<file path="src/rtl/baccarat_pkg.sv">
// Shared types and helpers for the baccarat round engine.
package baccarat_pkg;

    typedef enum logic [3:0] {
        IDLE,
        PC1,
        DC1,
        PC2,
        DC2,
        EVAL,
        PC3,
        DC3,
        DONE
    } state_t;

    localparam int unsigned CARD_EMPTY = 0;
    localparam int unsigned CARD_A     = 1;
    localparam int unsigned CARD_NINE  = 9;
    localparam int unsigned CARD_K     = 13;

    // Pip value of a card code: A..9 keep their rank, everything else is worth 0.
    function automatic logic [3:0] card_value(input int unsigned code);
        logic [3:0] val;
        val = 4'd0;
        if ((code >= CARD_A) && (code <= CARD_NINE)) begin
            val = 4'(code);
        end
        return val;
    endfunction

    // Dealer third-card rule given the dealer two-card total and the player's third-card value.
    function automatic logic dealer_draws(input logic [3:0] dtotal, input logic [3:0] p3val);
        logic draw;
        draw = 1'b0;
        case (dtotal)
            4'd0, 4'd1, 4'd2: draw = 1'b1;
            4'd3:             draw = (p3val != 4'd8);
            4'd4:             draw = (p3val >= 4'd2) && (p3val <= 4'd7);
            4'd5:             draw = (p3val >= 4'd4) && (p3val <= 4'd7);
            4'd6:             draw = (p3val >= 4'd6) && (p3val <= 4'd7);
            default:          draw = 1'b0;
        endcase
        return draw;
    endfunction

endpackage

</file>
<file path="src/rtl/scorehand_n.sv">
// Combinational three-card hand scorer, result mod 10.
module scorehand_n
    import baccarat_pkg::*;
#(
    parameter int unsigned CARD_W = 4
) (
    input  logic [CARD_W-1:0] card1,
    input  logic [CARD_W-1:0] card2,
    input  logic [CARD_W-1:0] card3,
    output logic [3:0]        total_c
);

    logic [4:0] sum;

    // Sum of three pip values (max 27) folded back into 0..9.
    always_comb begin
        sum = 5'(card_value(32'(card1))) + 5'(card_value(32'(card2))) + 5'(card_value(32'(card3)));
        if (sum >= 5'd20) begin
            total_c = 4'(sum - 5'd20);
        end else if (sum >= 5'd10) begin
            total_c = 4'(sum - 5'd10);
        end else begin
            total_c = sum[3:0];
        end
    end

endmodule

</file>
<file path="src/rtl/baccarat_round_ctrl.sv">
// Baccarat round engine: deals cards, applies the third-card tableau, scores both
// hands and keeps saturating match tallies.
// Build option: define BACCARAT_NATURAL_EN to end a round at EVAL on a two-card 8 or 9.
module baccarat_round_ctrl
    import baccarat_pkg::*;
#(
    parameter int unsigned MATCH_LEN = 5,
    parameter int unsigned TALLY_W   = 4,
    parameter int unsigned CARD_W    = 4,
    localparam int unsigned RCNT_W   = $clog2(MATCH_LEN + 1)
) (
    input  logic                  slow_clock,
    input  logic                  resetb,
    input  logic                  step,
    input  logic [CARD_W-1:0]     card_in,
    input  logic                  new_match,
    output logic [3*CARD_W-1:0]   pcard,
    output logic [3*CARD_W-1:0]   dcard,
    output logic [3:0]            pscore,
    output logic [3:0]            dscore,
    output logic                  player_win,
    output logic                  dealer_win,
    output logic [TALLY_W-1:0]    p_wins,
    output logic [TALLY_W-1:0]    d_wins,
    output logic [TALLY_W-1:0]    ties,
    output logic [RCNT_W-1:0]     round_cnt,
    output logic                  match_done,
    output logic                  busy
);

    localparam logic [TALLY_W-1:0] TALLY_MAX  = '1;
    localparam logic [RCNT_W-1:0]  MATCH_LAST = RCNT_W'(MATCH_LEN);

    state_t                state_q, state_d;
    logic [3*CARD_W-1:0]   pcard_q, pcard_d;
    logic [3*CARD_W-1:0]   dcard_q, dcard_d;
    logic [3:0]            pscore_q, pscore_d;
    logic [3:0]            dscore_q, dscore_d;
    logic                  player_win_q, player_win_d;
    logic                  dealer_win_q, dealer_win_d;
    logic [TALLY_W-1:0]    p_wins_q, p_wins_d;
    logic [TALLY_W-1:0]    d_wins_q, d_wins_d;
    logic [TALLY_W-1:0]    ties_q, ties_d;
    logic [RCNT_W-1:0]     round_cnt_q, round_cnt_d;
    logic                  match_done_q, match_done_d;
    logic                  busy_q, busy_d;
    logic                  settle_q, settle_d;

    logic [3:0]            p_total_c;
    logic [3:0]            d_total_c;
    logic [3:0]            p3_val;
    logic [RCNT_W-1:0]     rc_inc;
    logic                  natural_hand;

    scorehand_n #(.CARD_W(CARD_W)) u_pscore (
        .card1   (pcard_q[CARD_W-1:0]),
        .card2   (pcard_q[2*CARD_W-1:CARD_W]),
        .card3   (pcard_q[3*CARD_W-1:2*CARD_W]),
        .total_c (p_total_c)
    );

    scorehand_n #(.CARD_W(CARD_W)) u_dscore (
        .card1   (dcard_q[CARD_W-1:0]),
        .card2   (dcard_q[2*CARD_W-1:CARD_W]),
        .card3   (dcard_q[3*CARD_W-1:2*CARD_W]),
        .total_c (d_total_c)
    );

    // Next-state, card latching, outcome and tally logic.
    always_comb begin
        state_d      = state_q;
        pcard_d      = pcard_q;
        dcard_d      = dcard_q;
        pscore_d     = p_total_c;
        dscore_d     = d_total_c;
        player_win_d = player_win_q;
        dealer_win_d = dealer_win_q;
        p_wins_d     = p_wins_q;
        d_wins_d     = d_wins_q;
        ties_d       = ties_q;
        round_cnt_d  = round_cnt_q;
        match_done_d = match_done_q;
        settle_d     = 1'b0;
        p3_val       = card_value(32'(card_in));
        rc_inc       = round_cnt_q + RCNT_W'(1);
        natural_hand = 1'b0;
`ifdef BACCARAT_NATURAL_EN
        natural_hand = (p_total_c >= 4'd8) || (d_total_c >= 4'd8);
`endif

        case (state_q)
            IDLE: begin
                if (step && !match_done_q) begin
                    pcard_d      = {3{CARD_W'(CARD_EMPTY)}};
                    dcard_d      = {3{CARD_W'(CARD_EMPTY)}};
                    pscore_d     = 4'd0;
                    dscore_d     = 4'd0;
                    player_win_d = 1'b0;
                    dealer_win_d = 1'b0;
                    state_d      = PC1;
                end
            end
            PC1: if (step) begin
                pcard_d[CARD_W-1:0] = card_in;
                state_d = DC1;
            end
            DC1: if (step) begin
                dcard_d[CARD_W-1:0] = card_in;
                state_d = PC2;
            end
            PC2: if (step) begin
                pcard_d[2*CARD_W-1:CARD_W] = card_in;
                state_d = DC2;
            end
            DC2: if (step) begin
                dcard_d[2*CARD_W-1:CARD_W] = card_in;
                state_d = EVAL;
            end
            EVAL: begin
                // Card registers already hold both two-card hands here.
                if (natural_hand) begin
                    state_d  = DONE;
                    settle_d = 1'b1;
                end else if (p_total_c <= 4'd5) begin
                    state_d = PC3;
                end else if (d_total_c <= 4'd5) begin
                    state_d = DC3;
                end else begin
                    state_d  = DONE;
                    settle_d = 1'b1;
                end
            end
            PC3: if (step) begin
                pcard_d[3*CARD_W-1:2*CARD_W] = card_in;
                if (dealer_draws(d_total_c, p3_val)) begin
                    state_d = DC3;
                end else begin
                    state_d  = DONE;
                    settle_d = 1'b1;
                end
            end
            DC3: if (step) begin
                dcard_d[3*CARD_W-1:2*CARD_W] = card_in;
                state_d  = DONE;
                settle_d = 1'b1;
            end
            DONE: begin
                if (settle_q) begin
                    // First DONE cycle: final cards are in, record the outcome once.
                    player_win_d = (p_total_c >= d_total_c);
                    dealer_win_d = (d_total_c >= p_total_c);
                    if (p_total_c == d_total_c) begin
                        if (ties_q != TALLY_MAX) ties_d = ties_q + TALLY_W'(1);
                    end else if (p_total_c > d_total_c) begin
                        if (p_wins_q != TALLY_MAX) p_wins_d = p_wins_q + TALLY_W'(1);
                    end else begin
                        if (d_wins_q != TALLY_MAX) d_wins_d = d_wins_q + TALLY_W'(1);
                    end
                    round_cnt_d  = rc_inc;
                    match_done_d = (rc_inc == MATCH_LAST);
                end else if (new_match) begin
                    p_wins_d     = '0;
                    d_wins_d     = '0;
                    ties_d       = '0;
                    round_cnt_d  = '0;
                    match_done_d = 1'b0;
                    state_d      = IDLE;
                end else if (step && !match_done_q) begin
                    state_d = IDLE;
                end
            end
            default: state_d = IDLE;
        endcase

        busy_d = !((state_d == IDLE) || (state_d == DONE));
    end

    // State and output registers.
    always_ff @(posedge slow_clock or negedge resetb) begin
        if (!resetb) begin
            state_q      <= IDLE;
            pcard_q      <= '0;
            dcard_q      <= '0;
            pscore_q     <= 4'd0;
            dscore_q     <= 4'd0;
            player_win_q <= 1'b0;
            dealer_win_q <= 1'b0;
            p_wins_q     <= '0;
            d_wins_q     <= '0;
            ties_q       <= '0;
            round_cnt_q  <= '0;
            match_done_q <= 1'b0;
            busy_q       <= 1'b0;
            settle_q     <= 1'b0;
        end else begin
            state_q      <= state_d;
            pcard_q      <= pcard_d;
            dcard_q      <= dcard_d;
            pscore_q     <= pscore_d;
            dscore_q     <= dscore_d;
            player_win_q <= player_win_d;
            dealer_win_q <= dealer_win_d;
            p_wins_q     <= p_wins_d;
            d_wins_q     <= d_wins_d;
            ties_q       <= ties_d;
            round_cnt_q  <= round_cnt_d;
            match_done_q <= match_done_d;
            busy_q       <= busy_d;
            settle_q     <= settle_d;
        end
    end

    assign pcard      = pcard_q;
    assign dcard      = dcard_q;
    assign pscore     = pscore_q;
    assign dscore     = dscore_q;
    assign player_win = player_win_q;
    assign dealer_win = dealer_win_q;
    assign p_wins     = p_wins_q;
    assign d_wins     = d_wins_q;
    assign ties       = ties_q;
    assign round_cnt  = round_cnt_q;
    assign match_done = match_done_q;
    assign busy       = busy_q;

endmodule
</file>
<file path="config.mk">
export PLATFORM = sky130hd
export DESIGN_NAME = baccarat_round_ctrl
export DESIGN_NICKNAME = d
export VERILOG_FILES = /design/src/rtl/baccarat_pkg.sv /design/src/rtl/scorehand_n.sv /design/src/rtl/baccarat_round_ctrl.sv
export SDC_FILE = /design/constraint.sdc
export NUM_CORES = 1
export LEC_CHECK = 0
export ABC_AREA = 1
export BUFFER_PORTS_ARGS = -buffer_cell sky130_fd_sc_hd__buf_2
export CAP_MARGIN = 25
export CORE_MARGIN = 2
export CORE_UTILIZATION = 36
export CTS_BUF_LIST = sky130_fd_sc_hd__clkbuf_4
export CTS_CLUSTER_SIZE = 28
export DETAILED_ROUTE_END_ITERATION = 16
export GPL_TIMING_DRIVEN = 0
export SETUP_SLACK_MARGIN = 0.2
export SLEW_MARGIN = 25
export SYNTH_ARGS = -nofsm -noshare
export SYNTH_HDL_FRONTEND = slang
export SYNTH_SLANG_ARGS = --single-unit
</file>
<file path="constraint.sdc">
create_clock -name slow_clock -period 6.3 [get_ports slow_clock]
set_clock_uncertainty 0.15 [all_clocks]
set_input_delay 0.945 -clock slow_clock [delete_from_list [all_inputs] [get_ports slow_clock]]
set_output_delay 0.945 -clock slow_clock [all_outputs]
set_load 0.02 [all_outputs]
</file>
==> flow_metrics.tcl, run 1 <==
set metrics [dict create \
    status "finished clean" \
    fmax_ghz 0.213 \
    setup_viol 0 \
    path_max_fanout 10 \
    power.density_nw_per_um2 537 \
    avgViaCountPerCell 4.90 \
    min_to "dealer_win$_DFFE_PN0P_" \
    portBuffers 55 \
    total_power_mw 2.33 \
    ir_drop_v 0.000221 \
    netlist_area_sq_um 3840 \
    clk_latency_ps 380 \
    min_path_type "reg2reg" \
    die_height_um 107 \
    place_congestion 0.825 \
    ys_ff_latch 56 \
    vias 3426 \
    max_slew.worst_pin.slew_ps 735 \
    design.final.nets 599 \
    syn_avg_cell_area_sq_um 7.69 \
    grt_max_degree 57 \
    first_pass_iters 5 \
    rr_startpoint "dcard[2]$_DFFE_PN0P_" \
    initial_core_util_pct 37.1 \
    arrival_ps 4800 \
    final-seq-area_sq_um 1400 \
    grt_overflow 0 \
    r2r_setup_slack_ps 1610 \
    cts.sinks 56 \
    nFillCells 1092 \
    crit_path_start_kind "flip-flop" \
    grt_pass1_wl_um 15500 \
    rows 37 \
    slew_headroom_pct 51.0 \
    hold_start "dealer_win$_DFFE_PN0P_" \
    drive_above_1_share_pct 17.1 \
    ant_nets 0 \
    setup_tns_ps 0 \
    cts_setup_buffers 0 \
    yosys_warnings 0 \
    hold_viol_final 0 \
    fin_cells 699 \
    drt_iter0_drc 135 \
    tritoncts "built" \
    rsz0062_at_grt "false" \
    synth_cells 500 \
    maxSlewViolCount 0 \
    crit_type "reg2reg" \
    h-tree-depth 2 \
    io_pins 59 \
    dp.cells 691 \
    ff2ff_path_depth 20 \
    syn-num-nets 537 \
    die_x_um 107 \
    fin_crit_ps 4690 \
    grt_use_total_pct 16.7 \
    ys_seq_area_share_pct 36.4 \
    timing.rr.end "d_wins[3]$_DFFE_PN0P_" \
    core_sq_um 10400 \
    synthToLayoutAreaGrowth_pct 12.9 \
    yosysUniqueCellTypes 36 \
    cellLeakagePower_nw 2.36 \
    cts_hold_buf 0 \
    clock_path_buffers 2 \
    antenna_found_initial 0 \
    remaining_drc_errors 0 \
    grt_pass1_vias 3334 \
    clock-root-buffer "clkbuf_4" \
    cp-end-kind "flip-flop" \
    ctsResizeCount 0 \
    worstPathRequired_ps 6420 \
    hold_depth 2 \
    routed_wl_um 9100 \
    max-cap-violations 0 \
    finalCritPeriodShare_pct 74.4 \
    cts_made_buffers 5 \
    dieArea_sq_um 11500 \
    hpwl_um 7150 \
    multi_input_comb_area_sq_um 2150 \
    clk_pin_slew_ps 170 \
    avgRoutedWirePerCell_um 13.0 \
]
==> how the worst max path moves through the flow <==
stage,cells after the start,start,to
2_1_floorplan,21,dcard[7]$_DFFE_PN0P_,d_wins[0]$_DFFE_PN0P_
3_3_place_gp,20,dcard[2]$_DFFE_PN0P_,d_wins[1]$_DFFE_PN0P_
3_5_place_dp,20,dcard[2]$_DFFE_PN0P_,d_wins[3]$_DFFE_PN0P_
4_1_cts,20,dcard[2]$_DFFE_PN0P_,d_wins[3]$_DFFE_PN0P_
5_1_grt,20,dcard[6]$_DFFE_PN0P_,d_wins[1]$_DFFE_PN0P_
6_report,20,dcard[2]$_DFFE_PN0P_,d_wins[3]$_DFFE_PN0P_
==> where the power goes <==
part           internal, mW  leakage, nW  switching (mW)
clock network        0.0394       0.0261           0.109
registers             0.445        0.756          0.0664
logic                 0.572         1.58            1.10
==> cell usage in the layout, fill, tap and decap left out, drive strengths merged <==
cell type,Yosys,final
o31ai,1,1
ha,19,19
or3,1,1
and2,1,1
or2,3,3
nand4,10,10
nand2,122,122
nor2,51,51
o211ai,1,1
clkbuf,4,9
a22o,1,1
a21oi,13,13
a32o,1,1
clkinv,1,3
o21ai,41,41
inv,72,72
fa,10,10
o2111ai,1,1
and3,1,1
dfrtp,56,56
nor3,11,11
nand3,72,72
nand3b,1,1
buf,1,56
xor2,4,4
xnor2,1,1
diode,0,1
==> critical path, stage by stage (launching register included) <==
cell and delay (ps):
dfrtp_1 470, nor3_1 370, nor2_1 90, nor2_1 150, fa_1 440, ha_1 240, inv_1 70, fa_1 500
inv_1 120, ha_1 150, nand3_1 100, nand3_1 120, nand3_2 140, o21ai_1 350, ha_1 340, nand3_4 130
nor2_4 60, a21oi_4 320, nand3_4 140, nand2_1 80, nand2_1 50
==> metrics by stage <==
stage	utilization [%]	cell area (sq um)	hold slack, ps	setup slack (ps)
2_1_floorplan	-	3840	432	2110
3_3_place_gp	41.4	4290	358	1680
3_5_place_dp	41.4	4290	358	1630
4_1_cts	41.8	4340	390	1580
5_1_grt	41.8	4340	429	1240
6_report	41.9	4340	387	1610
==> synthesized netlist by cell type <==
| library cell | n | area [sq um] |
|---|---|---|
| inv_2 | 1 | 3.75 |
| buf_4 | 1 | 7.51 |
| xnor2_1 | 1 | 8.76 |
| clkinv_1 | 1 | 3.75 |
| o21ai_0 | 37 | 185 |
| and3_1 | 1 | 6.26 |
| o21ai_1 | 3 | 15.0 |
| nor3_1 | 11 | 55.1 |
| fa_1 | 10 | 200 |
| nand3b_1 | 1 | 7.51 |
| nand3_2 | 7 | 70.1 |
| o21ai_4 | 1 | 16.3 |
| nor2_1 | 48 | 180 |
| o2111ai_1 | 1 | 8.76 |
| nor2_2 | 1 | 6.26 |
| clkbuf_1 | 4 | 15.0 |
| nand3_1 | 62 | 310 |
| o211ai_2 | 1 | 12.5 |
| a21oi_1 | 12 | 60.1 |
| o31ai_1 | 1 | 7.51 |
| nand2_2 | 10 | 62.6 |
| and2_1 | 1 | 6.26 |
| ha_1 | 19 | 238 |
| nor2_4 | 2 | 22.5 |
| nand3_4 | 3 | 52.6 |
| nand2_1 | 107 | 402 |
| nand4_1 | 10 | 62.6 |
| or3_1 | 1 | 6.26 |
| dfrtp_1 | 56 | 1400 |
| xor2_1 | 4 | 35.0 |
| a22o_1 | 1 | 8.76 |
| or2_2 | 3 | 18.8 |
| inv_1 | 71 | 267 |
| nand2_4 | 5 | 56.3 |
| a21oi_4 | 1 | 16.3 |
| a32o_1 | 1 | 10.0 |
==> flip-flops by register name (all words and copies together), names as in the netlist, 3 cells and up <==
| register | count |
|---|---|
| pcard | 12 |
| ties | 4 |
| dscore | 4 |
| pscore | 4 |
| d_wins | 4 |
| p_wins | 4 |
| dcard | 12 |
| state_q | 4 |
| round_cnt | 3 |
==> layer usage <==
metal | vias up | global-route usage, % | part of all wire, %
li1 | 1749 | - | -
met1 | 1611 | 22.9 | 48
met2 | 64 | 27.8 | 47
met3 | 2 | 2.60 | 3.5
met4 | 0 | 3.75 | 0.58
met5 | - | 0 | 0
==> layout make-up <==
| class | count | area share [%] |
|---|---|---|
| well taps | 136 | 3.92 |
| repair buffers | 55 | 6.40 |
| plain buffers | 5 | 0.519 |
| inverters | 73 | 6.31 |
| flip-flops and latches | 56 | 32.3 |
| multi-input cells | 366 | 49.5 |
| clock inverters | 2 | 0.173 |
| clock buffers | 5 | 0.865 |
| diodes | 1 | 0.0577 |
==> cells by family after synthesis <==
logic type,share of synthesized area (%)
compound gates,8.85
fa+ha+maj,11.4
simple gates,34.5
buf+inv,7.71
flops,36.4
xor+xnor,1.14
No activity file was read; power rests on OpenSTA's default activity.
==> run 2, diff against run 1 <==
clock period = 4.3 ns   (was 6.3 ns; I/O delays follow)
==> run 2 against run 1 <==
  * Wire length up 9.3%
  * Combinational power is 92% higher
  * Largest power group unchanged
  * Critical path depth rose by 6
  * Sequential power up 55%
  * Critical path type unchanged
  * Design area grew 13%
  * Hold slack got worse by 270 ps
  * Core utilization rose by 5.4 points
  * Via count grew 5.4%
  * Clock-buffer cell count did not move
  * Sequential share of layout area down 3.4 points
  * Maximum frequency increased by 13%
  * Total power grew 82%
==> flow_metrics.tcl, run 2 (synthesis gave the netlist of run 1 again) <==
set metrics [dict create \
    clk_latency_ps 380 \
    drive_above_1_share_pct 30.2 \
    place_congestion 0.906 \
    status "finished clean" \
    grt_pass1_vias 3493 \
    hpwl_um 7280 \
    core_sq_um 10400 \
    crit_path_start_kind "flip-flop" \
    clock_path_buffers 2 \
    fmax_ghz 0.241 \
    design.final.nets 632 \
    max_slew.worst_pin.slew_ps 699 \
    path_max_fanout 5 \
    crit_type "reg2reg" \
    cellLeakagePower_nw 2.55 \
    max-cap-violations 0 \
    vias 3612 \
    slew_headroom_pct 52.9 \
    hold_viol_final 0 \
    ir_drop_v 0.000438 \
    setup_viol 0 \
    power.density_nw_per_um2 866 \
    avgRoutedWirePerCell_um 13.6 \
    fin_crit_ps 4150 \
    clock-root-buffer "clkbuf_4" \
    dieArea_sq_um 11500 \
    die_height_um 107 \
    first_pass_iters 4 \
    worstPathRequired_ps 4450 \
    io_pins 59 \
    portBuffers 55 \
    grt_use_total_pct 17.5 \
    cts.sinks 56 \
    rows 37 \
    setup_tns_ps 0 \
    routed_wl_um 9940 \
    grt_pass1_wl_um 16500 \
    arrival_ps 4300 \
    cp-end-kind "flip-flop" \
    min_path_type "in2async" \
    setup.worst_path.start "pcard[7]$_DFFE_PN0P_" \
    finalCritPeriodShare_pct 96.5 \
    cts_hold_buf 0 \
    drt_iter0_drc 235 \
    cts_made_buffers 5 \
    dpl-instance-area_sq_um 4340 \
    antenna_found_initial 0 \
    grt_max_degree 57 \
    h-tree-depth 2 \
    maxSlewViolCount 0 \
    hold_ws_ps 117 \
    final_common_cell "nand2_1" \
    total_power_mw 4.24 \
    ant_nets 0 \
    dp.cells 691 \
    avgViaCountPerCell 4.93 \
    initial_core_util_pct 37.1 \
    diodes 0 \
    fin_cells 732 \
    clk_pin_slew_ps 180 \
    synthToLayoutAreaGrowth_pct 27.3 \
    rr_startpoint "pcard[7]$_DFFE_PN0P_" \
    rsz0062_at_grt "true" \
    tritoncts "built" \
    remaining_drc_errors 0 \
    die_x_um 107 \
    final_cell_mix "nand2_1 (102), inv_1 (67), nand3_1 (58), buf_2 (54), dfrtp_1 (45)" \
    design_area_sq_um 4900 \
    grt_overflow 0 \
]
run 2: changes by cell type in the layout (fill, tap and decap cells not counted), moves of 7 or more:
cell / change
nor2_1: -8
dfrtp_2: +11
buf_4: +30
o21ai_0: -7
dfrtp_1: -11
run 2: where the power goes:
group          switching, mW  leakage (nW)  internal (mW)  total [mW]
clock                  0.178        0.0356         0.0666       0.244
combinational           1.94          1.78           1.27        3.21
sequential             0.132         0.738          0.659       0.790
total                   2.25          2.55           1.99        4.24
run 2: worst paths after layout:
kind / end / slack (ps) / depth (start not counted)
max in group asynchronous: dcard[2]$_DFFE_PN0P_ / 3350 / 1
min: p_wins[0]$_DFFE_PN0P_ / 120 / 1
min in group slow_clock: d_wins[1]$_DFFE_PN0P_ / 400 / 2
max: d_wins[0]$_DFFE_PN0P_ / 150 / 26
min reg2reg: d_wins[1]$_DFFE_PN0P_ / 400 / 2
max reg2reg: d_wins[0]$_DFFE_PN0P_ / 150 / 26
run 2: critical path, cell delays in order, from the launching register on:
cell     delay [ps]
dfrtp_2         420
inv_2            70
nor3_4          200
nor2_1           70
nor2_1          140
fa_1            440
ha_2            200
fa_2            590
inv_4            70
ha_4            150
inv_2            60
nand3_2          60
nand2_1          70
inv_1            40
nand2_2          90
nand2_1          60
nand2_1          50
nand2_1          60
nand2_2          90
ha_4            210
nand3_4          80
nor2_4           70
a21oi_4         250
buf_12          160
nand3_4          80
nand2_1          70
nand2_1          50
run 2: stage by stage:
step                      setup WS [ps]  utilization (%)
final                               150             47.2
after global routing               -116             47.2
after CTS                           156             45.6
after detailed placement           -235             41.8
after global placement             -116             41.8
after floorplan                     210                -
run 2: timing repair:
| item | CTS | global route |
|---|---|---|
| gates cloned | 1 | 0 |
| resized for setup | 34 | 31 |
| pin swaps | 21 | 20 |
| setup endpoints to repair | 19 | 20 |
| buffers inserted | 20 | 12 |
run 2: per-layer routing:
metal	track usage, %	part of all wire, %	vias up
li1	-	-	1818
met1	24.5	48	1727
met2	29.1	49	60
met3	1.69	2.9	7
met4	4.95	0.92	0
met5	0	0	-
run 2: final cells by class:
cell class | count | area [sq um]
Clock inverter | 3 | 22.5
Sequential cell | 56 | 1420
Clock buffer | 5 | 37.5
Fill cell | 1090 | 5470
Inverter | 73 | 277
Timing Repair Buffer | 88 | 562
Buffer | 5 | 22.5
Multi-Input combinational cell | 366 | 2390
Tap cell | 136 | 170
